**config.mk**
```make
export PLATFORM = sky130hd
export DESIGN_NAME = ks_pipe_sub
export DESIGN_NICKNAME = d
export VERILOG_FILES = /design/src/rtl/ks_pipe_sub.sv
export SDC_FILE = /design/constraint.sdc
export NUM_CORES = 1
export LEC_CHECK = 0
export ABC_AREA = 1
export CAP_MARGIN = 20
export CORE_MARGIN = 5
export CORE_UTILIZATION = 30
export DETAILED_ROUTE_END_ITERATION = 10
export DONT_BUFFER_PORTS = 1
export PLACE_DENSITY_LB_ADDON = 0.1
export SYNTH_ARGS = -nofsm -noshare
export SYNTH_HDL_FRONTEND = slang
export SYNTH_SLANG_ARGS = --single-unit
```
**constraint.sdc**
```tcl
create_clock -name clk -period 9.16 [get_ports clk]
set_input_delay 0.916 -clock clk [delete_from_list [all_inputs] [get_ports clk]]
set_output_delay 0.916 -clock clk [all_outputs]
set_load 0.05 [all_outputs]
```
**src/rtl/ks_pipe_sub.sv**
```systemverilog
// ---------------------------------------------------------------------------
// ks_pipe_sub
//
// Pipelined Kogge-Stone subtractor. It computes diff = a - b as a + ~b + 1.
// The parallel-prefix carry network has one register per level. The black
// and grey prefix cells are the same as in the Kogge-Stone adders. The
// subtract carry-in is folded into bit 0 of the generate vector.
//
// Pipeline layout:
//   stage 0      : pre-process (p, g, carry-in fold, operand MSBs)
//   stages 1..L  : prefix levels, span 2^(k-1) at level k
//   output stage : sum bits, borrow and signed overflow
// The latency from acceptance to out_valid is L+2 cycles.
//
// A single global enable stalls the whole pipeline. The enable is low while
// an unconsumed result sits at the output.
//
// Parameter:
//   WIDTH     operand width. It must be a power of two and at least 4.
//
// Ports:
//   clk       clock, rising edge
//   rst       asynchronous active-high reset
//   in_valid  operand pair valid
//   in_ready  pair accepted this cycle if in_valid (combinational)
//   a, b      minuend, subtrahend
//   out_valid result valid
//   out_ready downstream accepts result
//   diff      a - b mod 2^WIDTH
//   bout      borrow out (a < b unsigned)
//   ovf       signed overflow
//
// Optional build macro KS_SUB_ADD_MODE_EN:
//   Adds the input port op, which travels with a/b (0 = add, 1 = subtract).
//   In add mode bout reports the carry out. Without the macro the block
//   always subtracts.
// ---------------------------------------------------------------------------
module ks_pipe_sub #(
    parameter int WIDTH = 16
) (
    input  logic             clk,
    input  logic             rst,
`ifdef KS_SUB_ADD_MODE_EN
    input  logic             op,
`endif
    input  logic             in_valid,
    output logic             in_ready,
    input  logic [WIDTH-1:0] a,
    input  logic [WIDTH-1:0] b,
    output logic             out_valid,
    input  logic             out_ready,
    output logic [WIDTH-1:0] diff,
    output logic             bout,
    output logic             ovf
);

    localparam int L = $clog2(WIDTH);

    logic en;
    logic sub_in;

`ifdef KS_SUB_ADD_MODE_EN
    assign sub_in = op;
`else
    assign sub_in = 1'b1;
`endif

    // Per-stage pipeline state. Index 0 is the pre-process stage and
    // index k is prefix level k. The running propagate is only needed as
    // an input to the next level, so it stops at level L-1.
    logic             valid_reg [0:L];
    logic [WIDTH-1:0] g_reg     [0:L];
    logic [WIDTH-1:0] p_reg     [0:L-1];
    logic [WIDTH-1:0] pp_reg    [0:L];   // original bitwise propagate
    logic             amsb_reg  [0:L];
    logic             bmsb_reg  [0:L];
    logic             sub_reg   [0:L];

    logic             out_valid_reg;
    logic [WIDTH-1:0] diff_reg;
    logic             bout_reg;
    logic             ovf_reg;

    assign en        = !(out_valid_reg && !out_ready);
    assign in_ready  = en;
    assign out_valid = out_valid_reg;
    assign diff      = diff_reg;
    assign bout      = bout_reg;
    assign ovf       = ovf_reg;

    // ---------------- stage 0: pre-process ----------------
    logic [WIDTH-1:0] b_eff;
    logic [WIDTH-1:0] p_in;
    logic [WIDTH-1:0] g_in;

    always_comb begin
        b_eff = sub_in ? ~b : b;
        p_in  = a ^ b_eff;
        g_in  = a & b_eff;
        // Subtract has carry-in 1. Bit 0 then generates whenever it would
        // propagate, so the prefix network itself needs no carry-in input.
        g_in[0] = g_in[0] | (sub_in & p_in[0]);
    end

    always_ff @(posedge clk or posedge rst) begin
        if (rst) begin
            valid_reg[0] <= 1'b0;
            g_reg[0]     <= '0;
            p_reg[0]     <= '0;
            pp_reg[0]    <= '0;
            amsb_reg[0]  <= 1'b0;
            bmsb_reg[0]  <= 1'b0;
            sub_reg[0]   <= 1'b0;
        end else if (en) begin
            valid_reg[0] <= in_valid;
            g_reg[0]     <= g_in;
            p_reg[0]     <= p_in;
            pp_reg[0]    <= p_in;
            amsb_reg[0]  <= a[WIDTH-1];
            bmsb_reg[0]  <= b[WIDTH-1];
            sub_reg[0]   <= sub_in;
        end
    end

    // ---------------- stages 1..L: prefix levels ----------------
    for (genvar gi = 1; gi <= L; gi++) begin : g_lvl
        localparam int D = 1 << (gi - 1);

        logic [WIDTH-1:0] g_nxt;

        // Shifting in zeros below bit D makes bits i < D pass through
        // unchanged (g | p & 0 = g).
        assign g_nxt = g_reg[gi-1]
                     | (p_reg[gi-1] & {g_reg[gi-1][WIDTH-1-D:0], {D{1'b0}}});

        always_ff @(posedge clk or posedge rst) begin
            if (rst) begin
                valid_reg[gi] <= 1'b0;
                g_reg[gi]     <= '0;
                pp_reg[gi]    <= '0;
                amsb_reg[gi]  <= 1'b0;
                bmsb_reg[gi]  <= 1'b0;
                sub_reg[gi]   <= 1'b0;
            end else if (en) begin
                valid_reg[gi] <= valid_reg[gi-1];
                g_reg[gi]     <= g_nxt;
                pp_reg[gi]    <= pp_reg[gi-1];
                amsb_reg[gi]  <= amsb_reg[gi-1];
                bmsb_reg[gi]  <= bmsb_reg[gi-1];
                sub_reg[gi]   <= sub_reg[gi-1];
            end
        end

        // The last level feeds only the sum stage, which needs no group
        // propagate, so no P register is built for it.
        if (gi < L) begin : g_prop
            logic [WIDTH-1:0] p_nxt;

            // Shifting in ones below bit D passes P through unchanged there.
            assign p_nxt = p_reg[gi-1]
                         & {p_reg[gi-1][WIDTH-1-D:0], {D{1'b1}}};

            always_ff @(posedge clk or posedge rst) begin
                if (rst) begin
                    p_reg[gi] <= '0;
                end else if (en) begin
                    p_reg[gi] <= p_nxt;
                end
            end
        end
    end

    // ---------------- output stage ----------------
    logic [WIDTH-1:0] carry_in_vec;
    logic [WIDTH-1:0] diff_nxt;
    logic             bout_nxt;
    logic             ovf_nxt;

    always_comb begin
        // The carry into bit i is the group generate of bits i-1..0. Bit 0
        // sees the raw carry-in: 1 for subtract, 0 for add.
        carry_in_vec = {g_reg[L][WIDTH-2:0], sub_reg[L]};
        diff_nxt     = pp_reg[L] ^ carry_in_vec;
        bout_nxt     = sub_reg[L] ? ~g_reg[L][WIDTH-1] : g_reg[L][WIDTH-1];
        if (sub_reg[L]) begin
            ovf_nxt = (amsb_reg[L] != bmsb_reg[L])
                   && (diff_nxt[WIDTH-1] != amsb_reg[L]);
        end else begin
            ovf_nxt = (amsb_reg[L] == bmsb_reg[L])
                   && (diff_nxt[WIDTH-1] != amsb_reg[L]);
        end
    end

    always_ff @(posedge clk or posedge rst) begin
        if (rst) begin
            out_valid_reg <= 1'b0;
            diff_reg      <= '0;
            bout_reg      <= 1'b0;
            ovf_reg       <= 1'b0;
        end else if (en) begin
            out_valid_reg <= valid_reg[L];
            diff_reg      <= diff_nxt;
            bout_reg      <= bout_nxt;
            ovf_reg       <= ovf_nxt;
        end
    end

endmodule

```
[After elaboration in Yosys (flattened, before gate mapping)]
Index checks and enable logic that the tools add are counted.
Storage, ports and cells
  latch bits: 0
  input port bits: 36
  memories: 0
  bits in writable memories: 0
  logic and storage cells: 64
  memory bits (read-only): 0
  output and inout bits: 20
  register bits: 247
Operators by class
  divide/modulo/power cells: 0
  add/subtract/negate cells: 0
  shifts and indexed selects: 0
  equality and inequality tests: 3
  muxes and demuxes: 2
  multipliers: 0
  bitwise logic cells: 17
  reductions and logical operators: 5
  magnitude comparators: 0
Operators by type and width (count)
  16-bit AND: 8
  16-bit bitwise OR: 4
  16-bit bitwise XOR: 2
  16-bit NOT: 1
  1-bit logical AND: 3
  1-bit logical NOT: 2
  1-bit 2-to-1 mux: 2
  1-bit != test: 2
  1-bit equality test: 1
  1-bit NOT: 1
  1-bit bitwise OR: 1

[Depth between registers and ports, before layout]
Gate-level depths: netlist (run 1).
  depth after elaboration: 4
  depth in mapped cells: 8
  mapped depth without buffers: 6

[Worst setup path after synthesis (run 1)]
OpenSTA, ideal clock, no wires.
  kind: input to output
  start point: input out_ready
  end point: output in_ready
  cell stages on the path: 4
  required time: 8244 ps
  path slack: 6721 ps
  path buffers: 2
  data arrival time: 1523 ps
  cell sequence: inv_1 nand2_2 buf_2 buf_2
On the way
  longest elaborated chain between the ends: 3
RTL lines
  start, declared: line 51  | input logic out_ready,
  1-bit logical NOT: line 84  | assign en = !(out_valid_reg && !out_ready);
  1-bit logical AND: line 84
  1-bit logical NOT: line 84
  end, declared: line 47  | output logic in_ready,
Every way passes these cells.

[Worst setup path in the final report (run 1)]
  start point: register out_valid_reg, in the netlist out_valid
  end point: register g_reg[41] (netlist name)
On the way
  longest elaborated chain between the ends: 1
RTL lines
  start, declared: line 79  | logic out_valid_reg;
  start signal, assigned: line 201  | out_valid_reg <= valid_reg[L];
  1-bit logical AND: line 84
  end signal, assigned by index: line 146  | g_reg[gi] <= g_nxt;
  end, declared: line 72  | logic [WIDTH-1:0] g_reg [0:L];
Every way passes these cells.
A chain may end at the register's enable or synchronous reset.

==> impl_metrics.ini, run 1 <==
[outcome]
status = complete, no violations

[timing]
tns_ns = 0
hold_viol_final = 0
period_needed_ns = 3.369
relSlewSlack_pct = 36.13
setup_viol = 0
worstMarginPinSlew_ns = 0.9580
fmax_mhz = 296.8
rsz0062_at_grt = no
setup_ws_ns = 5.791
min_period_over_period_pct = 36.78
slew_violations = 0
fin_skew_ns = 0.009324

[clock_network]
clockBufferDepth = 3
cts_resized = 0
post_cts_buffers = 0
cts_tree = done
h-tree-depth = 1
clkTransAtPathRegs_ns = 0.06
cts_root_buf = clkbuf_16
numCtsBuffers = 27
cts_sinks = 233
ctsHoldBuffers = 0
clk_latency_ns = 0.52

[drt]
wl_met3_um = 756
avgViaCountPerCell = 4.293
drt_first_iter_violations = 469
wire_per_inst_um = 14.67
route.detailed.drc = 0
num_vias = 5894
top_layer = met4
drt_wl_total_um = 20140
drt-met1-wl_um = 11180
first_pass_iters = 6
wl_met2_um = 7866
drtAntennaViolNets = 0

[global_routing]
overflow = 0
grt_pass1_wl_um = 33640
grt_usage_pct = 11.87
grt_start_max_net_pins = 166
grt_pass1_vias = 6036
antenna_found_initial = 0

[placement]
io_buffers = 0
place_hpwl_um = 12540
placed_area_sq_um = 9545
place_congestion = 0.6937
dp_slack_ns = 5.612

[yosys]
syn_area_sq_um = 9261
synthDominantCellAreaShare_pct = 62.96
ys_seq_area_share_pct = 62.96
synth_top_cell_by_area = dfrtp_1
ys.warnings.count = 0
ys_top_cells_by_area = dfrtp_1, nand2_1, o21ai_0
synth.ff_latch_count = 233
syn_nets = 1025
yosysUniqueCellTypes = 20
avgSynthCellArea_sq_um = 9.518
synth_cells = 973

[layout]
multi_input_area_sq_um = 2851
layout_common_cells = nand2_1, dfrtp_1, o21ai_0, inv_1, a21oi_1
nets = 1010
diodes = 0
drive_gt1_share_pct = 5.527
final_area_sq_um = 10430
final_common_cell = nand2_1
syn_to_final_growth_pct = 12.65
largest_reg_flops = 80
seq_area_sq_um = 5831
fillers = 3184

[floorplan]
coreArea_sq_um = 30510
fp.dieW_um = 185.7
start_util_pct = 30.36
ios = 56
dieArea_sq_um = 34480
rows = 64
die-height_um = 185.7

[setup_path]
critPathCaptureType = flop
rrSetupSlack_ns = 5.79
crit_required_ns = 9.51
setup.worst_path.start_class = flop
cp_max_fo = 165
criticalPathCategory = reg -> reg
critPathArrivalTime_ns = 3.72

[pwr]
p_leak_nw = 4.918
irDropWorstVdd_mv = 0.1476
power_w = 0.003664
power_density_nw_per_um2 = 351.2

[job]
max_cap_violations = 0

[hold_path]
hold_path.class = in -> async
==> stage by stage <==
step	utilization [%]	instances	hold slack, ns
2_1_floorplan	-	973	0.4198
3_3_place_gp	31.29	1325	0.4303
3_5_place_dp	31.29	1325	0.4376
4_1_cts	34.19	1373	0.3858
5_1_grt	34.19	1373	0.3795
6_report	34.19	1373	0.3451
==> per-layer routing <==
layer	up-vias	global-route usage [%]
met5	-	0
met4	0	2.594
met1	2697	19.21
met2	74	16.39
li1	3093	-
met3	30	2.111
==> cells by family after synthesis <==
kind of cell | count (synthesis) | synth area share (%)
XOR/XNOR | 16 | 1.513
AND/OR/NAND/NOR | 353 | 14.55
AO/OA/AOI/OAI | 222 | 12.42
buffers and inverters | 133 | 6.404
adder cells (fa/ha/maj) | 16 | 2.162
flip-flops | 233 | 62.96
==> power breakdown <==
part	leakage, nW	switching (W)	internal (W)
clock network	0.442	0.000414	0.000637
logic	1.55	0.000490	0.000260
registers	2.92	0.000426	0.00144
==> area by class of cell <==
cell class	instances	area share (%)
tap	396	4.749
sequential	233	55.89
clock buffer	38	7.736
clock inverter	10	0.7676
inverter	84	3.166
timing repair buffer	5	0.3598
multi-input combinational	607	27.33
==> synthesized netlist by cell type, drive strengths merged <==
cell,count
o31ai,8
ha,16
o21ai,160
xnor2,16
o22ai,5
nand3,14
a21oi,44
clkbuf,10
inv,84
nand2,336
nor2,2
o211ai,5
or2,1
buf,39
dfrtp,233
==> critical path: stages (launching register included) <==
cell     delay, ns
dfrtp_1       0.72
nand2_8       0.37
inv_8         0.67
buf_4         0.88
o21ai_0       0.21
==> worst paths after layout <==
kind                            cells past startpoint          to         start
worst max-delay path                                4   g_reg[41]     out_valid
worst min-delay path                                1    diff[15]           rst
worst max register to register                      4   g_reg[41]     out_valid
worst min register to register                      2   out_valid  valid_reg[0]
max in group asynchronous                           3  pp_reg[50]           rst
min in group clk                                    2   out_valid  valid_reg[0]
Power figures use the tool's default switching activity.
==> inputs of run 2 (changes only) <==
==> constraint.sdc (replaced) <==
create_clock -name clk -period 3 [get_ports clk]
set_input_delay 0.3 -clock clk [delete_from_list [all_inputs] [get_ports clk]]
set_output_delay 0.3 -clock clk [all_outputs]
set_load 0.05 [all_outputs]
==> run 2 against run 1 <==
Non-clock buffer count is 14 higher. Clock power rose to 2.9 times the previous value. Combinational power rose to 3.2 times the previous value. Worst setup slack got worse by 5.1 ns. Core utilization grew 0.33 points.
==> impl_metrics.ini, run 2 (same netlist as run 1, synthesis figures left out) <==
[global_routing]
overflow = 0
grt_start_max_net_pins = 111
grt_usage_pct = 12.41
grt_pass1_wl_um = 34760
grt_pass1_vias = 6153
antenna_found_initial = 0

[clock_network]
ctsHoldBuffers = 5
h-tree-depth = 1
cts_tree = done
clockBufferDepth = 3
cts_root_buf = clkbuf_16
clkTransAtPathRegs_ns = 0.06
clk_latency_ns = 0.52
numCtsBuffers = 27
cts_sinks = 233
post_cts_buffers = 0
cts_resized = 0

[layout]
nets = 1024
diodes = 0
layout_common_cells = nand2_1, dfrtp_1, o21ai_0, inv_1, a21oi_1
final_common_cell = nand2_1
final_area_sq_um = 10530
fillers = 3157
seq_area_sq_um = 5831
drive_gt1_share_pct = 5.359
multi_input_area_sq_um = 2851
largest_reg_flops = 80
syn_to_final_growth_pct = 13.73

[pwr]
power_w = 0.01110
p_leak_nw = 4.958
irDropWorstVdd_mv = 0.3595
power_density_nw_per_um2 = 1053

[setup_path]
cp_max_fo = 55
critPathArrivalTime_ns = 2.04
setup.worst_path.start_class = flop
critPathMaxStageDelay_ns = 0.60
crit_required_ns = 2.70
path_cells = nand2_8, buf_4
r2r-start = out_valid
rr_worst_depth = 5
rrSetupSlack_ns = 1.04
r2r-end = g_reg[42]
criticalPathCategory = reg -> out
cp_slowest_cell = dfrtp_1
critPathCaptureType = primary output

[placement]
placed_area_sq_um = 9672
place_congestion = 0.7150
place_hpwl_um = 13680
io_buffers = 0
dp_slack_ns = 1.011

[timing]
min_period_over_period_pct = 77.83
relSlewSlack_pct = 53.83
setup_ws_ns = 0.6650
hold_viol_final = 0
slew_violations = 0
rsz0062_at_grt = no
worstMarginPinSlew_ns = 0.6911
hold_ws_ns = 0.02713
period_needed_ns = 2.335
setup_viol = 0
fin_skew_ns = 0.004558
fmax_mhz = 428.3

[floorplan]
rows = 64
die-height_um = 185.7
dieArea_sq_um = 34480
coreArea_sq_um = 30510
start_util_pct = 30.36
fp.dieW_um = 185.7
ios = 56

[hold_path]
worstHoldStart = a[8]
hold_path.class = in -> reg
hold_end = pp_reg[72]
worst_hold_path.num_cells = 3

[job]
max_cap_violations = 0

[drt]
avgViaCountPerCell = 4.347
drt_first_iter_violations = 341
drt_wl_total_um = 20690
route.detailed.drc = 0
drtAntennaViolNets = 0
wire_per_inst_um = 14.94
first_pass_iters = 5
num_vias = 6020

[outcome]
status = complete, no violations
-- run 2: worst max-delay path, delay by kind of cell (launching register included) --
kind / cells / cell delay (ns)
flip-flops: 1 / 0.60
buffers and inverters: 1 / 0.58
AND/OR/NAND/NOR: 1 / 0.28
-- run 2: area by class of cell --
class                           instances  area share (%)
Clock inverter                          3          0.1426
Sequential cell                       233           55.36
Clock buffer                           43           7.555
Multi-Input combinational cell        607           27.07
Tap cell                              396           4.704
Timing Repair Buffer                   19           2.067
Inverter                               84           3.100
-- run 2: metrics by stage --
step	std cells	util (%)	TNS, ns
floorplan	973	-	-81.53
global placement	1334	31.70	0
detailed placement	1334	31.70	0
CTS	1385	34.52	0
global route	1385	34.52	0
finish	1385	34.52	0
-- run 2: routing by layer --
metal	track usage (%)	up-vias	wire [um]
li1	-	3118	-
met1	19.91	2801	11390
met2	17.32	76	8249
met3	2.228	25	670
met4	2.681	0	380
met5	0	-	0
-- run 2: worst max-delay path by stage --
stage / endpoint / slack, ns / cells past startpoint / from
3_5_place_dp: g_reg[42] / 1.01 / 5 / out_valid
4_1_cts: in_ready / 0.62 / 2 / out_valid
2_1_floorplan: amsb_reg[0] / -0.35 / 1 / rst
3_3_place_gp: g_reg[43] / 1.02 / 4 / out_valid
6_report: in_ready / 0.66 / 2 / out_valid
5_1_grt: in_ready / 0.56 / 2 / out_valid
-- run 2: where the power goes --
group | internal [W] | switching, W
clock | 0.00179 | 0.00123
sequential | 0.00439 | 0.00131
combinational | 0.000849 | 0.00153
==> inputs of run 3 (changes only) <==
==> constraint.sdc (replaced) <==
create_clock -name clk -period 2.3 [get_ports clk]
set_input_delay 0.23 -clock clk [delete_from_list [all_inputs] [get_ports clk]]
set_output_delay 0.23 -clock clk [all_outputs]
set_load 0.05 [all_outputs]
==> run 3 against run 2 <==
Critical path depth unchanged. Global-route usage decreased by 0.24 points. Clock power increased by 42%. Non-clock buffer count increased by 32. Sequential share of layout area decreased by 2.1 points. Core utilization increased by 1.4 points. Worst setup slack got worse by 0.20 ns. Final area increased by 4.0%. Critical endpoint unchanged.
==> impl_metrics.ini, run 3 (same netlist as run 1, synthesis figures left out) <==
[pwr]
pwr-share-comb_pct = 21.1
p_leak_nw = 5.133
irDropWorstVdd_mv = 0.6660
internal_power_w = 0.009554
switchingPower_w = 0.005285
power_density_nw_per_um2 = 1355
p_seq_share_pct = 50.1
p_clk_share_pct = 28.9
power_w = 0.01484
swShare_pct = 35.61

[floorplan]
coreArea_sq_um = 30510
die-height_um = 185.7
start_util_pct = 30.36
dieArea_sq_um = 34480
ios = 56
rows = 64
fp.dieW_um = 185.7

[setup_path]
worst-path-buf-inv = 1
critPathCaptureType = primary output
criticalPathCategory = reg -> out
setup.worst_path.start_class = flop
crit_required_ns = 2.07
path_cells = nand2_8, buf_12
critPathMaxStageDelay_ns = 0.44
rr_worst_depth = 4
path_delay_family = flip-flops
rrSetupSlack_ns = 0.73
cp_slowest_cell = dfrtp_1
crit_path_start = out_valid
cp_max_fo = 142
r2r-start = out_valid
critPathArrivalTime_ns = 1.61
r2r-end = g_reg[36]

[global_routing]
grt_usage_pct = 12.17
met3_usage_pct = 2.150
grtUsageMet1_pct = 19.30
overflow = 0
grt_pass1_vias = 6281
grt_pass1_wl_um = 34400
grt_use_met2_pct = 17.29
top_usage_layer = met1
antenna_found_initial = 0
grt_start_max_net_pins = 143

[layout]
final_util_pct = 35.90
drive_gt1_share_pct = 5.196
final_common_cell = nand2_1
largest_reg_flops = 80
final_area_sq_um = 10950
diodes = 0
layout_common_cells = nand2_1, dfrtp_1, o21ai_0, inv_1, a21oi_1
syn_to_final_growth_pct = 18.27
nets = 1056

[timing]
relSlewSlack_pct = 53.00
fmax_mhz = 543.9
min_period_over_period_pct = 79.94
setup_ws_ns = 0.4613
slew_violations = 0
hold_viol_final = 0
period_needed_ns = 1.839
tns_ns = 0
setup_viol = 0
worstMarginPinSlew_ns = 0.7049
rsz0062_at_grt = no
fin_skew_ns = 0.005716

[clock_network]
h-tree-depth = 1
cts_sinks = 233
cts_resized = 0
cts_root_buf = clkbuf_16
clk_latency_ns = 0.51
clkTransAtPathRegs_ns = 0.06
cts_tree = done
clockBufferDepth = 3
numCtsBuffers = 27
post_cts_buffers = 0

[hold_path]
hold_path.class = in -> reg
hold_end = pp_reg[68]
worst_hold_path.num_cells = 4
worstHoldStart = b[4]

[drt]
num_vias = 6044
drt_wl_total_um = 20070
drt_first_iter_violations = 378
route.detailed.drc = 0
drtAntennaViolNets = 0
first_pass_iters = 5
wire_per_inst_um = 14.17
avgViaCountPerCell = 4.268

[placement]
dp_slack_ns = 0.7352
io_buffers = 0
place_hpwl_um = 12880
placed_area_sq_um = 9662
place_congestion = 0.6918

[job]
max_cap_violations = 0

[outcome]
status = complete, no violations
==> run 3: cell count changes in the layout (fill, tap and decap cells not counted), sizes merged <==
cell,before,now
dlygate4sd3,5,40
clkinvlp,1,3
clkbuf,43,39
bufinv,0,3
buf,14,11
clkinv,3,1
==> run 3: worst max path at each step <==
stage / endpoint / cells after the start
4_1_cts: in_ready / 2
6_report: in_ready / 2
3_3_place_gp: g_reg[36] / 4
2_1_floorplan: amsb_reg[0] / 1
3_5_place_dp: g_reg[36] / 4
5_1_grt: in_ready / 2
==> run 3: power by group through the flow <==
stage                     clock [W]  combinational [W]  sequential, W
after global placement            0            0.00310        0.00755
after CTS                   0.00444            0.00323        0.00748
final                       0.00428            0.00313        0.00743
after floorplan                   0            0.00246        0.00712
after detailed placement          0            0.00316        0.00755
after global routing        0.00462            0.00375        0.00769
==> run 3: per-stage QoR <==
step           hold slack (ns)  std cells
2_1_floorplan           0.3466        973
3_3_place_gp            0.3292       1331
3_5_place_dp            0.3145       1331
4_1_cts              0.0005658       1416
5_1_grt                0.02066       1416
6_report               0.01735       1416
==> run 3: metal layers <==
layer  vias up  part of all wire [%]  routed length (um)
met1      2768                    54               10830
li1       3182                     -                   -
met2        73                    41                8136
met3        21                   4.0                 806
met4         0                   1.5                 301
met5         -                     0                   0
==> run 3: area by class of cell <==
cell class                 instances  area [sq um]
multi-input combinational        607          2851
inverter                          84         326.6
fill                            3141         19560
clock buffer                      39         780.7
tap                              396         495.5
sequential                       233          5831
clock inverter                     6         110.1
timing repair buffer              51         558.0
==> run 3: worst min-delay path, stage by stage <==
cell	delay, ns
inv_1	0.03
ha_1	0.12
nand2_1	0.05
o21ai_0	0.06
==> run 3: what timing repair did <==
| item | CTS | global route |
|---|---|---|
| hold buffers | 40 | 0 |
| setup endpoints to repair | 0 | 0 |
| hold endpoints to repair | 268 | 0 |
